**src/rtl/srio_nwr_req_packer.sv**
```systemverilog
// Packs a user NWRITE stream into <=256-byte SRIO ireq packets, each led by a HELLO header beat.
// Optional NWR_TLAST_CHECK_EN builds a sticky user_tlast_in consistency check on err_o.
module srio_nwr_req_packer #(
   parameter logic [15:0] SRC_ID  = 16'h0001,
   parameter logic [15:0] DEST_ID = 16'h0002,
   parameter logic [1:0]  PRIO    = 2'd1
) (
   input  logic        log_clk,
   input  logic        log_rst,
   input  logic [33:0] user_addr_in,
   input  logic [3:0]  user_ftype_in,
   input  logic [3:0]  user_ttype_in,
   input  logic [11:0] user_tsize_in,
   input  logic [63:0] user_tdata_in,
   input  logic        user_tvalid_in,
   input  logic [7:0]  user_tkeep_in,
   input  logic        user_tlast_in,
   output logic        user_tready_o,
   output logic        nwr_ready_o,
   output logic        nwr_busy_o,
   output logic        nwr_done_o,
   output logic [63:0] ireq_tdata_o,
   output logic        ireq_tvalid_o,
   input  logic        ireq_tready_in,
   output logic [7:0]  ireq_tkeep_o,
   output logic        ireq_tlast_o,
   output logic [31:0] ireq_tuser_o,
   output logic        err_o
);

   typedef enum logic [1:0] {IDLE, HDR, DATA, DONE} state_t;

   state_t      state, state_nxt;
   logic [33:0] seg_addr;
   logic [3:0]  ftype, ttype;
   logic [12:0] remaining;
   logic [7:0]  tid;
   logic [5:0]  beat_cnt;
   logic [8:0]  seg_bytes, seg_round, seg_m1;
   logic [2:0]  last_n;
   logic        last_beat, data_hs, xfer_end;

   // Segment size is derived from the remaining count, which only moves on a segment's last beat
   assign seg_bytes = (remaining > 13'd256) ? 9'd256 : remaining[8:0];
   assign seg_round = seg_bytes + 9'd7;
   assign seg_m1    = seg_bytes - 9'd1;
   assign last_n    = seg_bytes[2:0];
   assign last_beat = (beat_cnt == 6'd1);
   assign data_hs   = (state == DATA) && user_tvalid_in && ireq_tready_in;
   assign xfer_end  = (remaining == {4'd0, seg_bytes});

   always_ff @(posedge log_clk) begin
      if (log_rst) begin
         state     <= IDLE;
         tid       <= 8'h00;
         seg_addr  <= '0;
         ftype     <= '0;
         ttype     <= '0;
         remaining <= '0;
         beat_cnt  <= '0;
      end else begin
         state <= state_nxt;
         case (state)
            IDLE: if (user_tvalid_in) begin
               seg_addr  <= user_addr_in;
               ftype     <= user_ftype_in;
               ttype     <= user_ttype_in;
               remaining <= {1'b0, user_tsize_in} + 13'd1;
            end
            HDR: if (ireq_tready_in) begin
               tid      <= tid + 8'd1;
               beat_cnt <= seg_round[8:3];
            end
            DATA: if (data_hs) begin
               beat_cnt <= beat_cnt - 6'd1;
               if (last_beat) begin
                  remaining <= remaining - {4'd0, seg_bytes};
                  seg_addr  <= seg_addr + 34'd256;
               end
            end
            default: ;
         endcase
      end
   end

   always_comb begin
      state_nxt     = state;
      user_tready_o = 1'b0;
      nwr_ready_o   = 1'b0;
      nwr_busy_o    = 1'b1;
      nwr_done_o    = 1'b0;
      ireq_tdata_o  = '0;
      ireq_tvalid_o = 1'b0;
      ireq_tkeep_o  = '0;
      ireq_tlast_o  = 1'b0;
      ireq_tuser_o  = {SRC_ID, DEST_ID};
      case (state)
         IDLE: begin
            nwr_ready_o  = 1'b1;
            nwr_busy_o   = 1'b0;
            ireq_tuser_o = '0;
            if (user_tvalid_in) state_nxt = HDR;
         end
         HDR: begin
            ireq_tvalid_o = 1'b1;
            ireq_tkeep_o  = 8'hff;
            ireq_tdata_o  = {tid, ftype, ttype, 1'b0, PRIO, 1'b0, seg_m1[7:0], 2'b00, seg_addr};
            if (ireq_tready_in) state_nxt = DATA;
         end
         DATA: begin
            ireq_tvalid_o = user_tvalid_in;
            user_tready_o = ireq_tready_in;
            ireq_tdata_o  = user_tdata_in;
            ireq_tkeep_o  = 8'hff;
            if (last_beat) begin
               ireq_tlast_o = 1'b1;
               ireq_tkeep_o = (last_n == 3'd0) ? 8'hff : ~(8'hff >> last_n);
            end
            if (data_hs && last_beat) state_nxt = xfer_end ? DONE : HDR;
         end
         DONE: begin
            nwr_done_o = 1'b1;
            state_nxt  = IDLE;
         end
         default: state_nxt = IDLE;
      endcase
   end

`ifdef NWR_TLAST_CHECK_EN
   logic unused_ok;
   assign unused_ok = ^{user_tkeep_in, seg_round[2:0], seg_m1[8]};

   // user_tlast_in must mark exactly the final beat of the whole transfer
   always_ff @(posedge log_clk) begin
      if (log_rst)
         err_o <= 1'b0;
      else if (data_hs && (user_tlast_in != (last_beat && xfer_end)))
         err_o <= 1'b1;
   end
`else
   logic unused_ok;
   assign unused_ok = ^{user_tkeep_in, user_tlast_in, seg_round[2:0], seg_m1[8]};
   assign err_o = 1'b0;
`endif

endmodule

```
**config.mk**
```make
export PLATFORM = sky130hd
export DESIGN_NAME = srio_nwr_req_packer
export DESIGN_NICKNAME = d
export VERILOG_FILES = /design/src/rtl/srio_nwr_req_packer.sv
export SDC_FILE = /design/constraint.sdc
export NUM_CORES = 1
export LEC_CHECK = 0
export CAP_MARGIN = 15
export CORE_UTILIZATION = 40
export CTS_BUF_LIST = sky130_fd_sc_hd__clkbuf_8 sky130_fd_sc_hd__clkbuf_16
export DETAILED_ROUTE_END_ITERATION = 6
export PLACE_DENSITY = 0.73
export SLEW_MARGIN = 10
export SYNTH_ARGS = -nofsm -noshare
export SYNTH_HDL_FRONTEND = slang
export SYNTH_SLANG_ARGS = --single-unit
```
**constraint.sdc**
```tcl
create_clock -name log_clk -period 3 [get_ports log_clk]
set_input_delay 0.45 -clock log_clk [delete_from_list [all_inputs] [get_ports log_clk]]
set_output_delay 0.45 -clock log_clk [all_outputs]
set_load 0.02 [all_outputs]
```
==> results of run 1 <==
-- worst max path at each step --
stage,cells after the start,to
CTS,10,ireq_tkeep_o[1]
finish,10,ireq_tkeep_o[1]
detailed placement,10,ireq_tkeep_o[6]
global route,11,ireq_tkeep_o[5]
global placement,10,ireq_tkeep_o[6]
floorplan,10,ireq_tkeep_o[6]
-- worst max-delay path: stages, from the launching register on --
cell and delay, ns:
dfxtp_2 0.32, or4_4 0.57, o31ai_4 0.26, and2_4 0.23
nand2_4 0.07, ha_4 0.18, buf_4 0.14, a21oi_4 0.14
a21oi_2 0.08, or2_4 0.23, buf_6 0.13
-- sequential cells by signal, summed over array words and instances (netlist names) --
| signal | cells |
|---|---|
| seg_addr | 34 |
| remaining | 13 |
| tid | 8 |
| beat_cnt | 6 |
| ftype | 4 |
| ttype | 4 |
| state | 2 |
-- layer usage --
metal  track usage, %  part of all wire, %  up-vias
li1                 -                    -     3091
met1             33.9                   43     2986
met2             43.2                   47      305
met3             6.08                  7.1       45
met4             10.5                  3.0        0
met5                0                    0        -
-- cell usage after synthesis, types with 4 or more instances --
master    instances
a211oi_1          9
xnor2_1          12
and2_1            9
ha_1             15
o211ai_1          4
buf_4            34
or4_1             7
dfxtp_1          71
o21ai_0          50
a22oi_1           4
a22o_1           49
a311oi_1          6
a31oi_1          17
xor2_1            9
nor3_1           28
or3_1             6
nand4_1          12
nand2_1          84
o22ai_1           7
clkbuf_1         44
buf_2            10
nor2_1           53
nand3_1          47
a21oi_1          50
inv_1            23
and3_1           20
nor4_1            9
-- cells by family after synthesis --
group | after synthesis
DFF | 71
buffers and inverters | 114
AOI/OAI and AO/OA | 222
other | 2
xor gates and xnor gates | 21
and+or+nand+nor | 301
adders and majority gates | 15
muxes | 3
-- metrics by stage --
step                      util (%)  cells  power, mW  cell area, um2
after CTS                     61.2   1136       6.25            8110
after floorplan                  -    780       3.57            5560
final                         62.9   1140       6.41            8330
after global placement        58.6   1119       5.02            7750
after detailed placement      58.6   1119       5.04            7750
after global routing          62.9   1140       6.78            8330
-- power by group --
part | internal (mW) | switching [mW] | total, mW
Sequential | 1.17 | 0.262 | 1.43
Combinational | 1.66 | 2.16 | 3.82
Clock | 0.723 | 0.433 | 1.16
Total | 3.55 | 2.86 | 6.41
-- layout by cell type (no fill, tap or decap), types with 5 or more instances in the layout --
master           instances
ha_1                     9
clkdlybuf4s50_1        139
buf_6                    8
nand3_1                 46
nor3_1                  28
and2_1                   7
clkbuf_16               10
and3_1                  20
a311oi_1                 6
nand4_1                 12
o21ai_0                 47
xor2_1                   9
nor2_1                  53
or4_1                    7
or3_1                    6
inv_1                   23
a211oi_1                 9
a22o_1                  49
nand2_1                 80
conb_1                  33
buf_4                   52
xnor2_1                 12
a31oi_1                 17
dlymetal6s2s_1          45
dfxtp_1                 69
nor4_1                   9
dlygate4sd2_1            5
a21oi_1                 47
o22ai_1                  7
-- final cells by class --
type	instances	area (um2)
clock inverter	7	87.6
clock buffer	9	225
fill	1205	4910
sequential	71	1420
multi-input combinational	595	3680
timing repair buffer	259	2610
inverter	23	86.3
tap	176	220
-- repair_timing --
item,in CTS,in global routing
cloned,0,1
endpoints found under the setup margin,63,60
pin swaps,5,11
resized for setup,77,66
buffers inserted,1,3
hold endpoints to repair,0,0
==> results.ini, run 1 <==
[status]
status = complete, but fails checks
violations = negative setup slack

[global_routing]
grt.overflow.total = 0
grt_usage_pct = 26.6
grt_pass1_vias = 5835
grt_first_pass_wirelength_mm = 29.9
grt_max_degree = 44
grt_antenna_before_repair = 0

[setup_path]
worst_setup_path_start_kind = register
r2r-start = remaining[6]$_SDFFE_PP0P_
rrSetupSlack_ns = 0.24
critPathArrivalTime_ns = 2.68
r2r_cells = 10
path_max_fanout = 5
endpoint_kind = output port
crit_type = register to output port
timing.rr.end = beat_cnt[5]$_SDFFE_PP0P_
crit_required_ns = 2.55
setup.worst_path.start = remaining[6]$_SDFFE_PP0P_

[yosys]
yosysTopAreaCell = dfxtp_1
netlist_top_cells_area = dfxtp_1 26%, a22o_1 7.9%, nand2_1 5.8%
synth_xor_area_share_pct = 3.38
ys_ff_latch = 71
yosysSeqAreaShare_pct = 26.2
ys.flop_type = dfxtp_1
synth_mux_area_share_pct = 0.552
synth_edf_count = 0
netlist_area_mm2 = 0.00544
synthCells = 749
yosysWarnings = 0
synth_cell_types = 69
synth_top_area_share_pct = 26.2
synth-adder-area-share_pct = 3.45
synth_top_family_by_area = simple AND/OR/NAND/NOR gates
yosys.area_share.simple_pct = 27.9
syn-mean-instance-area_um2 = 7.26
synth_compound_area_share_pct = 27.8
async_flop_share_pct = 0

[floorplanning]
start_util_pct = 41.0
die_y_um = 119
ios = 242
die_area_mm2 = 0.0141
rows = 42
coreArea_mm2 = 0.0132
die_w_um = 119

[hold_path]
holdCritStartpoint = ftype[1]$_SDFFE_PP0P_
hold_class = register to register
whs_endpoint = ftype[1]$_SDFFE_PP0P_
holdPathStages = 2

[clock_tree]
clk_pin_slew_ns = 0.06
cts_max_path_buffers = 2
htreeDepth = 3
clock_sinks = 71
clk-insertion-delay-late_ns = 0.34
cts_inserted_buffers = 9
cts-root-buf = clkbuf_16
postCtsHoldBufs = 0
cts_tree = done

[sta]
min_period_ns = 3.13
rsz0062_at_grt = yes
finalHoldViolCount = 0
max_slew_margin_pct = 57.7
skew_ns = 0.00434
whs_ns = 0.461
tns_ns = -0.699
final.period_utilization_pct = 104
setup_viol = 9
worst_slack_ns = -0.135
slew_violations = 0
fmax_mhz = 319
max_slew.worst_pin.slew_ns = 0.629

[final_layout]
area_delta_synth_final_pct = 53.3
drive_gt1_share_pct = 13.1
nets = 1105
n_antenna_cell = 0

[routing]
drtAntennaViolNets = 0
vias = 6427
via_per_inst = 5.64
avgRoutedWirePerCell_um = 17.2
drtIter0Drc = 606
drtPass1Iterations = 5
drt-total-wl_mm = 19.6
drc = 0

[place]
place_ws_ns = -0.275
hpwl_mm = 14.1
io_buffers = 201
gp_congestion = 0.972

[power_and_ir_drop]
ir_drop_mv = 0.573
total_leakage_power_nw = 4.03
power_density_mw_per_mm2 = 769

[job]
drv_cap = 0

(Power assumes the default switching activity.)
==> run 2: changes to the inputs <==
--- a/config.mk
+++ b/config.mk
@@ -10,6 +10,7 @@
 export CTS_BUF_LIST = sky130_fd_sc_hd__clkbuf_8 sky130_fd_sc_hd__clkbuf_16
 export DETAILED_ROUTE_END_ITERATION = 6
 export PLACE_DENSITY = 0.73
+export RECOVER_POWER = 100
 export SLEW_MARGIN = 10
 export SYNTH_ARGS = -nofsm -noshare
 export SYNTH_HDL_FRONTEND = slang
==> run 2 against run 1 <==
  * The flow still finishes with violations (negative setup slack)
  * Non-clock buffer count unchanged
  * Highest routed layer unchanged
  * Global-route usage did not move
  * Total power barely moved
  * Critical path type unchanged
  * Final area barely moved
  * Sequential power hardly changed
  * Critical path depth stayed put
  * Clock skew unchanged
  * Flip-flop and latch count did not move
==> results.ini, run 2 (synthesis results as in run 1) <==
[sta]
tns_ns = -0.699  ; unchanged
min_period_ns = 3.13  ; unchanged
fmax_mhz = 319  ; unchanged
slew_violations = 0  ; unchanged
final.period_utilization_pct = 104  ; unchanged
max_slew_margin_pct = 57.7  ; unchanged
rsz0062_at_grt = yes  ; unchanged
setup_viol = 9  ; unchanged
max_slew.worst_pin.slew_ns = 0.629  ; unchanged
finalHoldViolCount = 0  ; unchanged
whs_ns = 0.461  ; unchanged
skew_ns = 0.00434  ; unchanged
worst_slack_ns = -0.135  ; unchanged

[global_routing]
grt_antenna_before_repair = 0  ; unchanged
grt_first_pass_wirelength_mm = 29.9  ; unchanged
grt_max_degree = 44  ; unchanged
grt_usage_pct = 26.6  ; unchanged
grt.overflow.total = 0  ; unchanged
grt_pass1_vias = 5835  ; unchanged

[final_layout]
largest_register_ffs = 34  ; unchanged
nFillCells = 1206  ; was 1205
largest_register = seg_addr  ; unchanged
area_delta_synth_final_pct = 53.3  ; about the same
n_antenna_cell = 0  ; unchanged
reg_top3 = seg_addr: 34 flops, remaining: 13 flops, tid: 8 flops  ; unchanged
post-route-util_pct = 62.9  ; about the same
drive_gt1_share_pct = 13.0  ; was 13.1%
nets = 1105  ; unchanged
final_common_cell = clkdlybuf4s50_1  ; unchanged
multi_input_area_mm2 = 0.00368  ; unchanged
seqCellArea_mm2 = 0.00142  ; about the same
final_area_mm2 = 0.00833  ; about the same
final_cell_count_no_fill = 1140  ; unchanged
final_cell_mix = 139 x clkdlybuf4s50_1, 80 x nand2_1, 70 x dfxtp_1  ; was 139 x clkdlybuf4s50_1, 80 x nand2_1, 69 x dfxtp_1

[floorplanning]
die_area_mm2 = 0.0141  ; unchanged
die_w_um = 119  ; unchanged
ios = 242  ; unchanged
start_util_pct = 41.0  ; unchanged
coreArea_mm2 = 0.0132  ; unchanged
die_y_um = 119  ; unchanged
rows = 42  ; unchanged

[clock_tree]
cts_tree = done  ; unchanged
cts_inserted_buffers = 9  ; unchanged
htreeDepth = 3  ; unchanged
postCtsHoldBufs = 0  ; unchanged
clock_sinks = 71  ; unchanged
clk-insertion-delay-late_ns = 0.34  ; about the same
clk_pin_slew_ns = 0.06  ; about the same
cts_max_path_buffers = 2  ; unchanged
cts-root-buf = clkbuf_16  ; unchanged

[place]
hpwl_mm = 14.1  ; unchanged
gp_congestion = 0.972  ; unchanged
dp_cells = 1119  ; unchanged
place_area_mm2 = 0.00775  ; unchanged
place_ws_ns = -0.275  ; unchanged
io_buffers = 201  ; unchanged

[hold_path]
holdCritStartpoint = ftype[1]$_SDFFE_PP0P_  ; unchanged
hold_class = register to register  ; unchanged

[status]
status = complete, but fails checks  ; unchanged
violations = negative setup slack  ; unchanged

[power_and_ir_drop]
clkPwrFrac_pct = 18.0  ; about the same
ir_drop_mv = 0.572  ; was 0.573 mV
comb_power_share_pct = 59.6  ; about the same
total_leakage_power_nw = 4.03  ; about the same
p_int_mw = 3.55  ; about the same
switchingPower_mw = 2.86  ; about the same
finalPower_mw = 6.41  ; about the same
swShare_pct = 44.6  ; about the same
power_density_mw_per_mm2 = 769  ; about the same
p_seq_share_pct = 22.3  ; was 22.4%

[setup_path]
crit_required_ns = 2.55  ; about the same
critPathArrivalTime_ns = 2.68  ; about the same
max_stage_delay_ns = 0.57  ; about the same
endpoint_kind = output port  ; unchanged
crit_chain = or4_4 > o31ai_4 > and2_4 > nand2_4 > ha_4 > buf_4 > a21oi_4 > a21oi_2 > or2_4 > buf_6  ; unchanged
cp_slowest_cell = or4_4  ; unchanged
crit_type = register to output port  ; unchanged
r2r-start = remaining[6]$_SDFFE_PP0P_  ; unchanged
path_max_fanout = 5  ; unchanged
worst_setup_path_start_kind = register  ; unchanged
setup.worst_path.start = remaining[6]$_SDFFE_PP0P_  ; unchanged

[routing]
vias = 6420  ; was 6427
drt-total-wl_mm = 19.6  ; about the same
top_layer = met4  ; unchanged
drc = 0  ; unchanged
drtPass1Iterations = 5  ; unchanged
avgRoutedWirePerCell_um = 17.2  ; about the same
wl_met3_mm = 1.39  ; was 1.40 mm
m1WireLength_mm = 8.42  ; was 8.41 mm
drtIter0Drc = 606  ; unchanged
via_per_inst = 5.63  ; was 5.64
wl_met2_mm = 9.21  ; about the same
drtAntennaViolNets = 0  ; unchanged

[job]
drv_cap = 0  ; unchanged

==> run 2: area by class of cell <==
cell class	count	area share [%]
Clock buffer	9	2.70
Clock inverter	7	1.05
Inverter	23	1.04
Multi-Input combinational cell	595	44.1
Sequential cell	71	17.1
Tap cell	176	2.64
Timing Repair Buffer	259	31.4
==> run 2: path summary, 6_finish.rpt <==
| path | end | slack (ns) | depth (start not counted) |
|---|---|---|---|
| setup reg to reg | beat_cnt[5]$_SDFFE_PP0P_ | 0.24 | 10 |
| hold / removal | ftype[1]$_SDFFE_PP0P_ | 0.46 | 2 |
| hold reg to reg | ftype[1]$_SDFFE_PP0P_ | 0.46 | 2 |
| setup / recovery | ireq_tkeep_o[1] | -0.13 | 10 |
==> run 2: worst max-delay path, delay by kind of cell (launching register included) <==
| kind | cells | cell delay, ns |
|---|---|---|
| buffers and inverters | 2 | 0.27 |
| and+or+nand+nor | 4 | 1.10 |
| adders and majority gates | 1 | 0.18 |
| DFF | 1 | 0.32 |
| AOI/OAI and AO/OA | 3 | 0.48 |
==> run 2: layer usage <==
layer / track usage [%] / vias to the layer above
met4: 10.5 / 0
met1: 33.9 / 2986
met5: 0 / -
li1: - / 3091
met3: 6.08 / 45
met2: 43.2 / 298
==> run 2: what timing repair did <==
action / 4_1_cts / 5_1_grt
hold endpoints to repair: 0 / 0
setup endpoints to repair: 63 / 60
gates cloned: 0 / 1
setup buffers: 1 / 3
gates resized for setup: 77 / 66
pin swaps: 5 / 11
==> run 2: power groups by stage <==
stage / Combinational, mW / Sequential (mW) / Clock [mW]
final: 3.82 / 1.43 / 1.16
after global routing: 4.11 / 1.46 / 1.21
after CTS: 3.66 / 1.42 / 1.16
after detailed placement: 3.61 / 1.44 / 0
after global placement: 3.59 / 1.43 / 0
after floorplan: 2.22 / 1.35 / 0
==> run 3: changes to the inputs <==
--- a/config.mk
+++ b/config.mk
@@ -8,6 +8,7 @@
 export CAP_MARGIN = 15
 export CORE_UTILIZATION = 40
 export CTS_BUF_LIST = sky130_fd_sc_hd__clkbuf_8 sky130_fd_sc_hd__clkbuf_16
+export CTS_CLUSTER_DIAMETER = 100
 export DETAILED_ROUTE_END_ITERATION = 6
 export PLACE_DENSITY = 0.73
 export RECOVER_POWER = 100
==> results of run 3 <==
Same layout as run 2: the final DEF is identical, and so are final timing and power.
